--- config.mk ---
export PLATFORM = sky130hd
export DESIGN_NAME = page_load_scheduler_flat
export DESIGN_NICKNAME = d
export VERILOG_FILES = /design/src/rtl/page_load_scheduler_if.sv /design/src/rtl/page_load_scheduler.sv /design/src/flat_wrapper.sv
export SDC_FILE = /design/constraint.sdc
export NUM_CORES = 1
export LEC_CHECK = 0
export BUFFER_PORTS_ARGS = -buffer_cell sky130_fd_sc_hd__buf_2
export CAP_MARGIN = 20
export CORE_MARGIN = 1.5
export CORE_UTILIZATION = 49
export CTS_CLUSTER_SIZE = 25
export DETAILED_ROUTE_END_ITERATION = 16
export GPL_TIMING_DRIVEN = 0
export PLACE_DENSITY = 0.75
export SETUP_SLACK_MARGIN = 0.3
export SKIP_LAST_GASP = 1
export SYNTH_ARGS = -nofsm -noshare
export SYNTH_HDL_FRONTEND = slang
export SYNTH_SLANG_ARGS = --single-unit
--- constraint.sdc ---
create_clock -name master_clock -period 2.7 [get_ports master_clock]
set_clock_uncertainty 0.15 [all_clocks]
set_input_delay 0.81 -clock master_clock [delete_from_list [all_inputs] [get_ports master_clock]]
set_output_delay 0.81 -clock master_clock [all_outputs]
set_load 0.02 [all_outputs]
--- src/rtl/page_load_scheduler_if.sv ---
// -----------------------------------------------------------------------------
// page_load_scheduler_if
// Command bus between the page-load scheduler and the SPI flash loader.
//   loader_start      : one-cycle command pulse (scheduler -> loader)
//   loader_bootloader : command type, 1 = bootloader image (held start..done)
//   loader_page       : page number to transfer (held start..done)
//   loader_image      : image number to transfer (held start..done)
//   loader_done       : one-cycle completion pulse (loader -> scheduler)
// Modports: master = scheduler side, slave = SPI loader side.
// -----------------------------------------------------------------------------
interface page_load_scheduler_if #(
   parameter int PAGE_WIDTH  = 12,
   parameter int IMAGE_WIDTH = 3
);
   logic                   loader_start;
   logic                   loader_bootloader;
   logic [PAGE_WIDTH-1:0]  loader_page;
   logic [IMAGE_WIDTH-1:0] loader_image;
   logic                   loader_done;

   modport master (
      output loader_start,
      output loader_bootloader,
      output loader_page,
      output loader_image,
      input  loader_done
   );

   modport slave (
      input  loader_start,
      input  loader_bootloader,
      input  loader_page,
      input  loader_image,
      output loader_done
   );
endinterface

--- src/rtl/page_load_scheduler.sv ---
// -----------------------------------------------------------------------------
// page_load_scheduler
// Sequences flash-to-buffer transfers for the bubble emulator. Page and
// bootloader requests are held in one-deep pending slots; the bootloader slot
// wins arbitration, but a running load is never preempted. One command at a
// time goes to the SPI loader, which fills the hidden bank of a ping-pong
// buffer pair; a completed load swaps the banks. A watchdog aborts loads
// whose loader_done never arrives.
// Ports:
//   master_clock, reset          : clock, synchronous active-high reset
//   image_number                 : image select, captured when a command issues
//   page_request, page_number    : page load request pulse + page
//   bootloader_request           : bootloader load request pulse
//   ldr (master)                 : command bus to the SPI loader
//   write_bank / read_bank       : loader bank / interface bank (complements)
//   ready, ready_page,
//   ready_is_bootloader          : description of the data in read_bank
//   request_dropped              : pulse when a pending page request is replaced
//   timeout_error                : sticky watchdog abort flag
// TIMEOUT_CYCLES must lie in 1..65535 (16-bit watchdog timer).
// -----------------------------------------------------------------------------
module page_load_scheduler #(
   parameter int PAGE_WIDTH     = 12,
   parameter int IMAGE_WIDTH    = 3,
   parameter int TIMEOUT_CYCLES = 65535
) (
   input  logic                   master_clock,
   input  logic                   reset,
   input  logic [IMAGE_WIDTH-1:0] image_number,
   input  logic                   page_request,
   input  logic [PAGE_WIDTH-1:0]  page_number,
   input  logic                   bootloader_request,
   page_load_scheduler_if.master  ldr,
   output logic                   write_bank,
   output logic                   read_bank,
   output logic                   ready,
   output logic [PAGE_WIDTH-1:0]  ready_page,
   output logic                   ready_is_bootloader,
   output logic                   request_dropped,
   output logic                   timeout_error
);

   typedef enum logic [1:0] {
      ST_IDLE  = 2'd0,
      ST_START = 2'd1,
      ST_WAIT  = 2'd2,
      ST_SWAP  = 2'd3
   } state_t;

   localparam logic [15:0] TIMER_LAST = 16'(TIMEOUT_CYCLES - 1);

   state_t                 state_q, state_d;
   logic [15:0]            timer_q, timer_d;
   logic                   pend_boot_q, pend_boot_d;
   logic                   pend_page_q, pend_page_d;
   logic [PAGE_WIDTH-1:0]  pend_page_num_q, pend_page_num_d;
   logic                   cmd_boot_q, cmd_boot_d;
   logic [PAGE_WIDTH-1:0]  cmd_page_q, cmd_page_d;
   logic [IMAGE_WIDTH-1:0] cmd_image_q, cmd_image_d;
   logic                   read_bank_q, read_bank_d;
   logic                   ready_q, ready_d;
   logic [PAGE_WIDTH-1:0]  ready_page_q, ready_page_d;
   logic                   ready_boot_q, ready_boot_d;
   logic                   dropped_q, dropped_d;
   logic                   timeout_error_q, timeout_error_d;
   logic                   issue_boot, issue_page;

   always_comb begin
      state_d         = state_q;
      timer_d         = timer_q;
      cmd_boot_d      = cmd_boot_q;
      cmd_page_d      = cmd_page_q;
      cmd_image_d     = cmd_image_q;
      read_bank_d     = read_bank_q;
      ready_d         = ready_q;
      ready_page_d    = ready_page_q;
      ready_boot_d    = ready_boot_q;
      timeout_error_d = timeout_error_q;
      issue_boot      = 1'b0;
      issue_page      = 1'b0;

      case (state_q)
         ST_IDLE: begin
            if (pend_boot_q) begin
               issue_boot  = 1'b1;
               cmd_boot_d  = 1'b1;
               cmd_page_d  = '0;
               cmd_image_d = image_number;
               state_d     = ST_START;
            end else if (pend_page_q) begin
               issue_page  = 1'b1;
               cmd_boot_d  = 1'b0;
               cmd_page_d  = pend_page_num_q;
               cmd_image_d = image_number;
               state_d     = ST_START;
            end
         end
         ST_START: begin
            timer_d = '0;
            state_d = ST_WAIT;
         end
         ST_WAIT: begin
            // A done pulse in the final watchdog cycle still counts as success.
            if (ldr.loader_done) begin
               state_d = ST_SWAP;
            end else if (timer_q == TIMER_LAST) begin
               timeout_error_d = 1'b1;
               state_d         = ST_IDLE;
            end else begin
               timer_d = timer_q + 16'd1;
            end
         end
         ST_SWAP: begin
            read_bank_d  = ~read_bank_q;
            ready_d      = 1'b1;
            ready_page_d = cmd_page_q;
            ready_boot_d = cmd_boot_q;
            state_d      = ST_IDLE;
         end
         default: state_d = ST_IDLE;
      endcase

      // A new request wins over the slot being consumed in the same cycle, so
      // nothing is lost; replacing a slot that is being issued is not a drop.
      pend_boot_d     = bootloader_request | (pend_boot_q & ~issue_boot);
      pend_page_d     = page_request | (pend_page_q & ~issue_page);
      pend_page_num_d = page_request ? page_number : pend_page_num_q;
      dropped_d       = page_request & pend_page_q & ~issue_page;
   end

   always_ff @(posedge master_clock) begin
      if (reset) begin
         state_q         <= ST_IDLE;
         timer_q         <= '0;
         pend_boot_q     <= 1'b0;
         pend_page_q     <= 1'b0;
         pend_page_num_q <= '0;
         cmd_boot_q      <= 1'b0;
         cmd_page_q      <= '0;
         cmd_image_q     <= '0;
         read_bank_q     <= 1'b0;
         ready_q         <= 1'b0;
         ready_page_q    <= '0;
         ready_boot_q    <= 1'b0;
         dropped_q       <= 1'b0;
         timeout_error_q <= 1'b0;
      end else begin
         state_q         <= state_d;
         timer_q         <= timer_d;
         pend_boot_q     <= pend_boot_d;
         pend_page_q     <= pend_page_d;
         pend_page_num_q <= pend_page_num_d;
         cmd_boot_q      <= cmd_boot_d;
         cmd_page_q      <= cmd_page_d;
         cmd_image_q     <= cmd_image_d;
         read_bank_q     <= read_bank_d;
         ready_q         <= ready_d;
         ready_page_q    <= ready_page_d;
         ready_boot_q    <= ready_boot_d;
         dropped_q       <= dropped_d;
         timeout_error_q <= timeout_error_d;
      end
   end

   assign ldr.loader_start      = (state_q == ST_START);
   assign ldr.loader_bootloader = cmd_boot_q;
   assign ldr.loader_page       = cmd_page_q;
   assign ldr.loader_image      = cmd_image_q;
   assign read_bank             = read_bank_q;
   assign write_bank            = ~read_bank_q;
   assign ready                 = ready_q;
   assign ready_page            = ready_page_q;
   assign ready_is_bootloader   = ready_boot_q;
   assign request_dropped       = dropped_q;
   assign timeout_error         = timeout_error_q;

endmodule

--- src/flat_wrapper.sv ---
// flat-port wrapper written by rule: the top's interface ports become plain ports
module page_load_scheduler_flat 
#(
   parameter int PAGE_WIDTH     = 12,
   parameter int IMAGE_WIDTH    = 3,
   parameter int TIMEOUT_CYCLES = 65535
)
  (master_clock, reset, image_number, page_request, page_number, bootloader_request, write_bank, read_bank, ready, ready_page, ready_is_bootloader, request_dropped, timeout_error, ldr_loader_start, ldr_loader_bootloader, ldr_loader_page, ldr_loader_image, ldr_loader_done);
  page_load_scheduler_if #(.PAGE_WIDTH(PAGE_WIDTH), .IMAGE_WIDTH(IMAGE_WIDTH)) ldr_i ();
  input  logic master_clock;
  input  logic reset;
  input  logic [IMAGE_WIDTH-1:0] image_number;
  input  logic page_request;
  input  logic [PAGE_WIDTH-1:0] page_number;
  input  logic bootloader_request;
  output logic write_bank;
  output logic read_bank;
  output logic ready;
  output logic [PAGE_WIDTH-1:0] ready_page;
  output logic ready_is_bootloader;
  output logic request_dropped;
  output logic timeout_error;
  output wire logic [$bits(ldr_i.loader_start)-1:0] ldr_loader_start;
  output wire logic [$bits(ldr_i.loader_bootloader)-1:0] ldr_loader_bootloader;
  output wire logic [$bits(ldr_i.loader_page)-1:0] ldr_loader_page;
  output wire logic [$bits(ldr_i.loader_image)-1:0] ldr_loader_image;
  input wire logic [$bits(ldr_i.loader_done)-1:0] ldr_loader_done;
  assign ldr_loader_start = ldr_i.loader_start;
  assign ldr_loader_bootloader = ldr_i.loader_bootloader;
  assign ldr_loader_page = ldr_i.loader_page;
  assign ldr_loader_image = ldr_i.loader_image;
  assign ldr_i.loader_done = ldr_loader_done;
  page_load_scheduler #(.PAGE_WIDTH(PAGE_WIDTH), .IMAGE_WIDTH(IMAGE_WIDTH), .TIMEOUT_CYCLES(TIMEOUT_CYCLES)) u_core (.master_clock(master_clock), .reset(reset), .image_number(image_number), .page_request(page_request), .page_number(page_number), .bootloader_request(bootloader_request), .ldr(ldr_i), .write_bank(write_bank), .read_bank(read_bank), .ready(ready), .ready_page(ready_page), .ready_is_bootloader(ready_is_bootloader), .request_dropped(request_dropped), .timeout_error(timeout_error));
endmodule
### Word-level counts from Yosys, hierarchy flattened

Cells that the tools add are included.

* bitwise gates (word level): 10
* magnitude comparators: 0
* equal/unequal tests: 8
* divide/modulo/power cells: 0
* reductions and logical operators: 7
* $mul: 0
* shift operators: 0
* add/sub/neg operators: 1
* multiplexer cells: 19

Operator list (count)
* 16-bit two-way mux: 2
* 16-bit case mux with 2 select lines: 1
* 12-bit two-way mux: 2
* 16-bit by 1-bit adder with 16-bit output, second input constant: 1
* 16-bit equality test, second input constant: 1
* 2-bit two-way mux: 4
* 2-bit case mux with 4 select lines: 1
* 1-bit two-way mux: 7
* 3-bit two-way mux: 2
* 3-bit AND reduction: 2
* 1-bit bitwise AND: 4
* 2-bit equality test, second input constant: 2
* 2-bit inequality test, second input constant: 2
* 1-bit NOT: 4
* 2-bit AND reduction: 2
* 2-bit nonzero test: 2
* 3-bit by 1-bit inequality test with 1-bit output, second input constant: 1
* 3-bit by 2-bit inequality test with 1-bit output, second input constant: 1
* 2-bit by 1-bit equality test with 1-bit output, second input constant: 1
* 2-bit logical NOT: 1
* 1-bit bitwise OR: 2

* memories: 0
* register bits after elaboration: 65
* input bits: 20
* memory bits (writable): 0
* latch bits: 0
* ROM bits: 0

### Depth between registers and ports, before layout

Gate-level depths: netlist of the first run.

* depth after elaboration: 6
* depth in mapped cells: 6
* gate-level depth less buffers: 5

### Least setup slack after synthesis of the first run

No wires, ideal clock.

* path type: input to register
* start point: input ldr_loader_done
* end point: register u_core.timer_q[14]
* path buffers: 0
* slack: 84 ps
* setup time: 121 ps
* cell stages on the path: 4
* data required time: 2429 ps
* data arrival time: 2345 ps
* path through: and4bb_2 -> or4b_2 -> a311oi_1 -> mux2_2

* longest elaborated chain between the ends: 2

Ends and longest elaborated chain
* start: declaration: RTL line flat_wrapper.sv:27 `input wire logic [$bits(ldr_i.loader_done)-1:0] ldr_loader_done;`
* 2-bit inequality test (no line)
* 3-bit AND reduction (no line)
* end signal: assignment: RTL line page_load_scheduler.sv:149 `timer_q <= timer_d;`
* end: declaration: RTL line page_load_scheduler.sv:53 `logic [15:0] timer_q, timer_d;`

Every way passes these cells.
A chain may end at the register's enable or synchronous reset.

### Worst setup path in the final report of the first run

* start point: input ldr_loader_done
* end point: register u_core.timer_q[15]

Same word-level chain as after synthesis.

==> impl_results.md, run 1 <==
- Startpoint types: primary input
- P&R area growth vs syn: 20.1%
- Share of cells above drive strength 1: 0.231
- Peak VDD IR: 506 uV
- Hold slack: 0.305 ns
- Crit-path max FO: 7
- Final-layout fill cell count: 469
- Die area: 5980 sq um
- DRC viols: 0
- Rows: 26
- PD cells: 601 nW/um^2
- CP cell instances: buf_2, or3b_1, buf_2, or3_4, nor4_2, mux2_2
- Finished Layout Cells: 446
- FF+latch count, synth: 65
- Sequential cell area fraction in the yosys report: 0.481
- HPWL Detailed: 4.42 mm
- Avg Inst Size Synth: 8.79 sq um
- DRT Wirelength: 6.40 mm
- Yosys cell types: 47
- Num ports: 55
- Fin. max-slew vios: 0
- Synthesized area: 2710 sq um
- Slew @ Worst Pin: 0.691 ns
- Predominant post-synthesis flop cell: dfxtp_1
- Multi-input logic area: 1320 sq um
- Final ANT Viol Nets: 0
- Die height: 77.3 microns
- Largest net degree at the start of global routing: 13
- Post-Place Worst Slack: -0.00547 ns
- Final hold vios: 0
- CTS root buf: clkbuf_8
- Total CTS buffers: 9
- First-pass GRT wire length: 10.3 mm
- Maximum clock insertion buffer count: 2
- Avg Vias per Cell: 5.40
- Max Freq: 429 MHz
- Arrival time at the worst endpoint: 2.42 ns
- Post-Syn Instances: 308
- Die Span X: 77.3 microns
- Max_cap viols: 0
- Register area: 1300 sq um
- P_leak: 1.32 nW
- Dpl cell area: 3060 sq um
- H-tree levels: 3
- Vias in the first global route: 2236
- Area fraction of the dominant cell type after synthesis: 0.481
- Clock Latency Late Sink: 0.35 ns
- Ys Warns: 0
- WP buf/inv: 2
- Most used cell, CP: buf_2
- Setup violators final: 0
- Slowest stage cell, crit path: or3_4
- Nets: 393
- ANT cells: 0
- Clock Sinks: 65
- Worst hold path class: flip-flop to flip-flop
- Fraction of registers with async set/reset: 0
- Fin crit period: 2.33 ns
- Gr usage total: 0.222
- WL/cell: 14.3 microns
- Core box area: 5200 sq um
- Initial DRT Pass Iterations: 4
- Slew Limit Headroom: 0.533
- Initial antenna violation count: 0
- Tot Pwr: 1.95 mW
- Inst Count DP: 430
- Cell taking the most area after synthesis: dfxtp_1
- Final Cell Area: 3250 sq um
- EDFF count, synth: 0
- Clock transition at path regs: 0.07 ns
- Final WS setup: 0.368 ns
- Period utilisation layout: 0.864
- Max stage delay on crit path: 0.43 ns
- Syn nets: 330
- RSZ-0062 raised after global routing: yes
- Setup crit end kind: flip-flop
- Crit-path leading delay family: simple AND/OR/NAND/NOR gates
- Initial core utilization: 0.520
- Status: finished, final reports clean
- Buffers added on ports: 52
- Setup_tns: 0 ns
- CP Class: primary input to flip-flop
- Clock tree from TritonCTS: done
- Critical Path RT: 2.79 ns
- Vias after detailed routing: 2408
- Initial DRC count: 172
- GRT overflow: 0
- Top cells by area, synth: dfxtp_1 48%, nor2_1 6.8%, nand2_1 5.7%
- Util after Layout: 0.625
- Placer Congestion: 0.895
==> sequential cells by signal, indices dropped and copies added (netlist names), 2 cells and up <==
signal / cells
u_core.ldr.loader_image: 3
u_core.ldr.loader_page: 12
u_core.pend_page_num_q: 12
u_core.ready_page: 12
u_core.state_q: 2
u_core.timer_q: 16
==> logic make-up after synthesis <==
group,Yosys count,synth area share
DFF,65,0.481
buffers and inverters,26,0.0365
AOI/OAI and AO/OA,58,0.143
muxes,22,0.0846
xor gates and xnor gates,1,0.00324
adders and majority gates,2,0.00924
and+or+nand+nor,134,0.243
==> final cells by class <==
class	count	area share
sequential	65	0.401
buffer	19	0.0227
multi-input combinational	217	0.405
inverter	7	0.00885
clock inverter	6	0.0131
timing repair buffer	52	0.0801
clock buffer	10	0.0423
tap	70	0.0269
==> routing by layer <==
metal  part of all wire  global-route usage
met4              0.024               0.151
met1               0.45               0.269
met5                  0                   0
met3              0.051              0.0464
met2               0.48               0.350
==> path summary, 6_finish.rpt <==
path                             start              endpoint  slack, ns  depth (start not counted)
hold reg to reg   u_core.ready_page[9]  u_core.ready_page[9]       0.30                          2
setup reg to reg     u_core.timer_q[4]     u_core.timer_q[6]       0.52                          5
hold / removal    u_core.ready_page[9]  u_core.ready_page[9]       0.30                          2
setup / recovery       ldr_loader_done    u_core.timer_q[15]       0.37                          6
==> synthesized netlist by cell type, types with 4 or more instances <==
| cell | n |
|---|---|
| o311ai_0 | 4 |
| inv_1 | 6 |
| mux2_2 | 7 |
| mux2i_1 | 15 |
| nor2_1 | 49 |
| o31ai_1 | 4 |
| nand3_1 | 5 |
| dfxtp_1 | 65 |
| nor3b_1 | 8 |
| clkbuf_1 | 16 |
| a22oi_1 | 13 |
| nand2_1 | 41 |
| a21oi_1 | 22 |
| and4_1 | 4 |
==> where the power goes <==
group	internal, mW	switching [mW]	leakage, nW
logic	0.0652	0.121	0.699
clock network	0.359	0.396	0.0887
registers	0.989	0.0228	0.529
==> layout by cell type (no fill, tap or decap), types with 5 or more instances in the layout <==
cell type / instances
dfxtp_1: 63
buf_2: 53
nor2_1: 49
nand2_1: 41
a21oi_1: 22
clkbuf_1: 15
mux2i_1: 15
a22oi_1: 13
clkbuf_8: 10
nor3b_1: 8
mux2_2: 7
inv_1: 6
nand3_1: 5
==> worst min-delay path, cell delays in order, from the launching register on <==
cell and delay [ns]:
dfxtp_1 0.31, nand2_1 0.05, a21oi_1 0.05
==> what timing repair did <==
item / CTS / global route
endpoints found under the setup margin: 1 / 3
hold buffers: 0 / 0
hold endpoints to repair: 0 / 0
setup buffers: 0 / 0
resized for setup: 3 / 1
Power figures use the tool's default switching activity.
==> run 2: changes to the inputs <==
Settings changed: CELL_PAD_IN_SITES_DETAIL_PLACEMENT from default to 2, CELL_PAD_IN_SITES_GLOBAL_PLACEMENT from default to 2, CORE_UTILIZATION 49 to 29, PLACE_DENSITY 0.75 to default, PLACE_DENSITY_LB_ADDON from default to 0.1.
==> impl_results.md, run 2 (synthesis results as in run 1) <==
- Max_cap viols: 0
- Vias after detailed routing: 2488
- Finished Layout Cells: 487
- Met3 wire length: 308 microns
- Arrival time at the worst endpoint: 2.45 ns
- Vias in the first global route: 2671
- ANT cells: 0
- Worst hold path class: flip-flop to flip-flop
- Initial antenna violation count: 0
- Period utilisation layout: 0.879
- CP cell instances: buf_2, and4bb_2, or4b_4, a311oi_2, mux2_2
- PD cells: 613 nW/um^2
- M1 WL: 3.55 mm
- Max stage delay on crit path: 0.51 ns
- Total CTS buffers: 9
- Clock Sinks: 65
- Nets: 393
- Crit-path max FO: 6
- Dpl cell area: 3120 sq um
- Util after Layout: 0.365
- Initial core utilization: 0.296
- Fin crit period: 2.37 ns
- Register-to-register setup slack: 0.47 ns
- Most frequent cells in the layout: 63 x dfxtp_1, 53 x buf_2, 49 x nor2_1, 41 x nand2_1, 22 x a21oi_1
- Post-CTS setup buffers: 0
- H-tree levels: 3
- Peak VDD IR: 249 uV
- Crit-path leading delay family: simple AND/OR/NAND/NOR gates
- DRC viols: 0
- Num ports: 55
- WP buf/inv: 1
- DRT Wirelength: 8.64 mm
- CP Class: primary input to flip-flop
- Sw Pwr: 0.563 mW
- First-pass GRT wire length: 14.0 mm
- HPWL Detailed: 6.18 mm
- Share of total power in the clock network: 0.408
- P_leak: 1.32 nW
- Hold slack: 0.306 ns
- Slew @ Worst Pin: 0.766 ns
- DR WL met2: 4.73 mm
- Slew Limit Headroom: 0.486
- Die height: 99.6 microns
- Slowest stage cell, crit path: or4b_4
- Max Freq: 421 MHz
- Net Sw Frac: 0.275
- Setup violators final: 0
- WL/cell: 17.7 microns
- Clock tree from TritonCTS: done
- Gr usage total: 0.184
- RSZ-0062 raised after global routing: no
- Reg2reg end: u_core.timer_q[14]
- Most common cell after layout, fill and taps aside: dfxtp_1
- Most flop-heavy register: u_core.timer_q
- Critical Path RT: 2.77 ns
- Inst Count DP: 471
- Worst reg2reg path depth: 5
- Clock Latency Late Sink: 0.33 ns
- Int Pwr: 1.49 mW
- Maximum clock insertion buffer count: 2
- Worst r2r src: u_core.timer_q[0]
- Initial DRC count: 52
- Sequential fraction of design power: 0.495
- Die Span X: 99.6 microns
- Power share of the combinational group: 0.098
- CTS root buf: clkbuf_8
- Buffers added on ports: 52
- Origin of the worst setup path: ldr_loader_done
- CP endpoint: u_core.timer_q[14]
- Clock transition at path regs: 0.08 ns
- Setup_tns: 0 ns
- DR top layer: met4
- Die area: 9920 sq um
- Largest net degree at the start of global routing: 13
- Final hold vios: 0
- Initial DRT Pass Iterations: 4
- Flip-flop count of the largest register after layout: 16
- Startpoint types: primary input
- Fin. max-slew vios: 0
- Avg Vias per Cell: 5.11
- Share of cells above drive strength 1: 0.234
- GRT overflow: 0
- P&R area growth vs syn: 23.4%
- Rows: 35
- Final-layout fill cell count: 1070
- WP depth: 5
- Core box area: 9150 sq um
- Final Cell Area: 3340 sq um
- Status: finished, final reports clean
- Placer Congestion: 0.758
- Setup crit end kind: flip-flop
- Final ANT Viol Nets: 0
run 2: layout make-up:
type	instances	area, sq um	area share
plain buffers	19	77.6	0.0232
clock buffers	10	128	0.0382
clock inverters	6	67.6	0.0202
inverters	7	31.3	0.00936
multi-input cells	217	1330	0.399
flip-flops and latches	65	1310	0.391
well taps	111	139	0.0416
repair buffers	52	260	0.0779
run 2: worst min-delay path by stage:
stage | start | cells after the start | endpoint | slack [ns]
floorplan | u_core.pend_page_num_q[0] | 2 | u_core.pend_page_num_q[0] | 0.31
global placement | u_core.ready_page[5] | 2 | u_core.ready_page[5] | 0.29
detailed placement | u_core.ready_page[2] | 2 | u_core.ready_page[2] | 0.30
CTS | u_core.ready_page[2] | 2 | u_core.ready_page[2] | 0.31
global route | u_core.ready_page[2] | 2 | u_core.ready_page[2] | 0.33
finish | u_core.ready_page[2] | 2 | u_core.ready_page[2] | 0.31
run 2: tightest hold or removal path, stage by stage, from the launching register on:
cell and delay [ns]:
dfxtp_1 0.31, nand2_1 0.05, a21oi_1 0.05
run 2: layer usage:
layer  vias to the layer above  GRT usage
met5                         -          0
met4                         0     0.0520
met3                         4     0.0457
met2                        34      0.343
met1                      1237      0.206
li1                       1213          -
run 2: power by group through the flow:
stage	Combinational, mW	Clock (mW)	Sequential, mW
after global routing	0.224	0.898	1.02
after detailed placement	0.203	0	1.04
after floorplan	0.110	0	1.04
final	0.200	0.835	1.01
after CTS	0.206	0.873	1.01
after global placement	0.199	0	1.03
run 2: repair_timing:
action	4_1_cts	5_1_grt
hold buffers	0	0
setup endpoints to repair	2	5
resized for setup	5	8
run 2: per-stage QoR:
step           total power, mW  setup WS, ns
5_1_grt                   2.14         0.294
3_3_place_gp              1.23       -0.0937
6_report                  2.05         0.325
2_1_floorplan             1.15         0.252
4_1_cts                   2.09         0.324
3_5_place_dp              1.24       -0.0925
==> run 3: changes to the inputs <==
Settings changed: CORE_UTILIZATION 29 to 32.
Clock period 2.7 ns to 2.3 ns, I/O delays scaled along.
==> impl_results.md, run 3 (synthesis results as in run 1) <==
- Status: finished, final reports clean
- Rows: 33
- Power share of the combinational group: 0.116
- Clock transition at path regs: 0.08 ns
- Worst r2r src: u_core.state_q[0]
- Final-layout fill cell count: 939
- Peak VDD IR: 372 uV
- Setup crit end kind: flip-flop
- Clock Latency Late Sink: 0.35 ns
- Die area: 9020 sq um
- DRT Wirelength: 8.54 mm
- Final hold vios: 0
- First-pass GRT wire length: 13.7 mm
- Initial DRT Pass Iterations: 6
- Max Freq: 477 MHz
- DR top layer: met4
- Most flop-heavy register: u_core.timer_q
- Sequential fraction of design power: 0.504
- Slew @ Worst Pin: 0.677 ns
- Final WS setup: 0.202 ns
- P&R area growth vs syn: 30.9%
- HPWL Detailed: 6.00 mm
- Vias after detailed routing: 2543
- Initial antenna violation count: 0
- Cell depth of the worst min-delay path: 2
- DRC viols: 0
- Flip-flop count of the largest register after layout: 16
- Arrival time at the worst endpoint: 2.22 ns
- Final ANT Viol Nets: 0
- Met3 wire length: 351 microns
- Placer Congestion: 0.779
- Critical Path RT: 2.43 ns
- Share of cells above drive strength 1: 0.320
- DR WL met2: 4.42 mm
- Crit-path max FO: 7
- Initial core utilization: 0.329
- Clock tree from TritonCTS: done
- Min-delay src: u_core.ready_page[6]
- Startpoint types: primary input
- Sw Pwr: 0.688 mW
- Gr usage total: 0.202
- Fin crit period: 2.10 ns
- Finished Layout Cells: 489
- Util after Layout: 0.431
- Setup_tns: 0 ns
- GRT overflow: 0
- CTS root buf: clkbuf_8
- Multi-input logic area: 1420 sq um
- Register area: 1320 sq um
- Total CTS buffers: 9
- M1 WL: 3.71 mm
- Worst hold path endpoint: u_core.ready_page[6]
- Period utilisation layout: 0.912
- Die height: 95.0 microns
- Reg2reg end: u_core.timer_q[13]
- Slew Limit Headroom: 0.547
- Net Sw Frac: 0.292
- ANT cells: 0
- P_leak: 1.42 nW
- Worst reg2reg path depth: 5
- Worst hold path class: flip-flop to flip-flop
- Num ports: 55
- Maximum clock insertion buffer count: 2
- Buffers added on ports: 52
- Inst Count DP: 465
- Share of total power in the clock network: 0.380
- Fin. max-slew vios: 0
- Core box area: 8220 sq um
- WL/cell: 17.5 microns
- Clock Sinks: 65
- Largest net degree at the start of global routing: 14
- RSZ-0062 raised after global routing: yes
- H-tree levels: 3
- PD cells: 666 nW/um^2
- Vias in the first global route: 2663
- Final Cell Area: 3540 sq um
- CP Class: primary input to flip-flop
- Avg Vias per Cell: 5.20
- Register-to-register setup slack: 0.24 ns
- Dpl cell area: 3110 sq um
- Most common cell after layout, fill and taps aside: dfxtp_1
- Int Pwr: 1.67 mW
- Post-Place Worst Slack: -0.360 ns
- Most frequent cells in the layout: 59 x dfxtp_1, 50 x buf_2, 49 x nor2_1, 41 x nand2_1, 19 x a21oi_1
- Nets: 401
- Setup violators final: 0
- Initial DRC count: 68
- Die Span X: 95.0 microns
- Max_cap viols: 0
-- run 3: repair_timing --
| item | CTS | global route |
|---|---|---|
| hold buffers | 0 | 0 |
| endpoints found under the hold margin | 0 | 0 |
| buffers inserted | 6 | 2 |
| endpoints found under the setup margin | 26 | 48 |
| resized for setup | 38 | 31 |
| pin swaps | 6 | 3 |
-- run 3: power by group through the flow --
stage,Clock [mW],Sequential (mW),Combinational (mW)
final,0.896,1.19,0.273
after global routing,0.982,1.19,0.302
after CTS,0.929,1.19,0.259
after detailed placement,0,1.22,0.235
after global placement,0,1.21,0.229
after floorplan,0,1.22,0.129
-- run 3: metal layers --
layer	vias up	track usage
li1	1230	-
met1	1268	0.231
met2	41	0.361
met3	4	0.0660
met4	0	0.0522
met5	-	0
-- run 3: layout make-up --
class	instances	share of cell area
plain buffers	19	0.0290
well taps	105	0.0371
multi-input cells	217	0.401
repair buffers	60	0.0996
clock buffers	10	0.0360
flip-flops and latches	65	0.372
inverters	7	0.0109
clock inverters	6	0.0145
-- run 3: how the worst max path moves through the flow --
stage / from / to / slack [ns]
floorplan: ldr_loader_done / u_core.timer_q[15] / -0.03
global placement: ldr_loader_done / u_core.timer_q[14] / -0.35
detailed placement: ldr_loader_done / u_core.timer_q[14] / -0.36
CTS: ldr_loader_done / u_core.timer_q[14] / 0.17
global route: u_core.state_q[1] / ldr_loader_start / 0.18
finish: ldr_loader_done / u_core.timer_q[13] / 0.20
-- run 3: stage by stage --
step / total power, mW / hold slack [ns]
final: 2.36 / 0.309
after detailed placement: 1.45 / 0.298
after floorplan: 1.35 / 0.311
after global routing: 2.48 / 0.335
after CTS: 2.38 / 0.311
after global placement: 1.44 / 0.291
-- run 3: worst max-delay path, stage by stage --
cell     delay, ns
buf_8         0.10
or3b_1        0.36
buf_6         0.13
or3_4         0.38
or4_4         0.44
a21oi_2       0.13
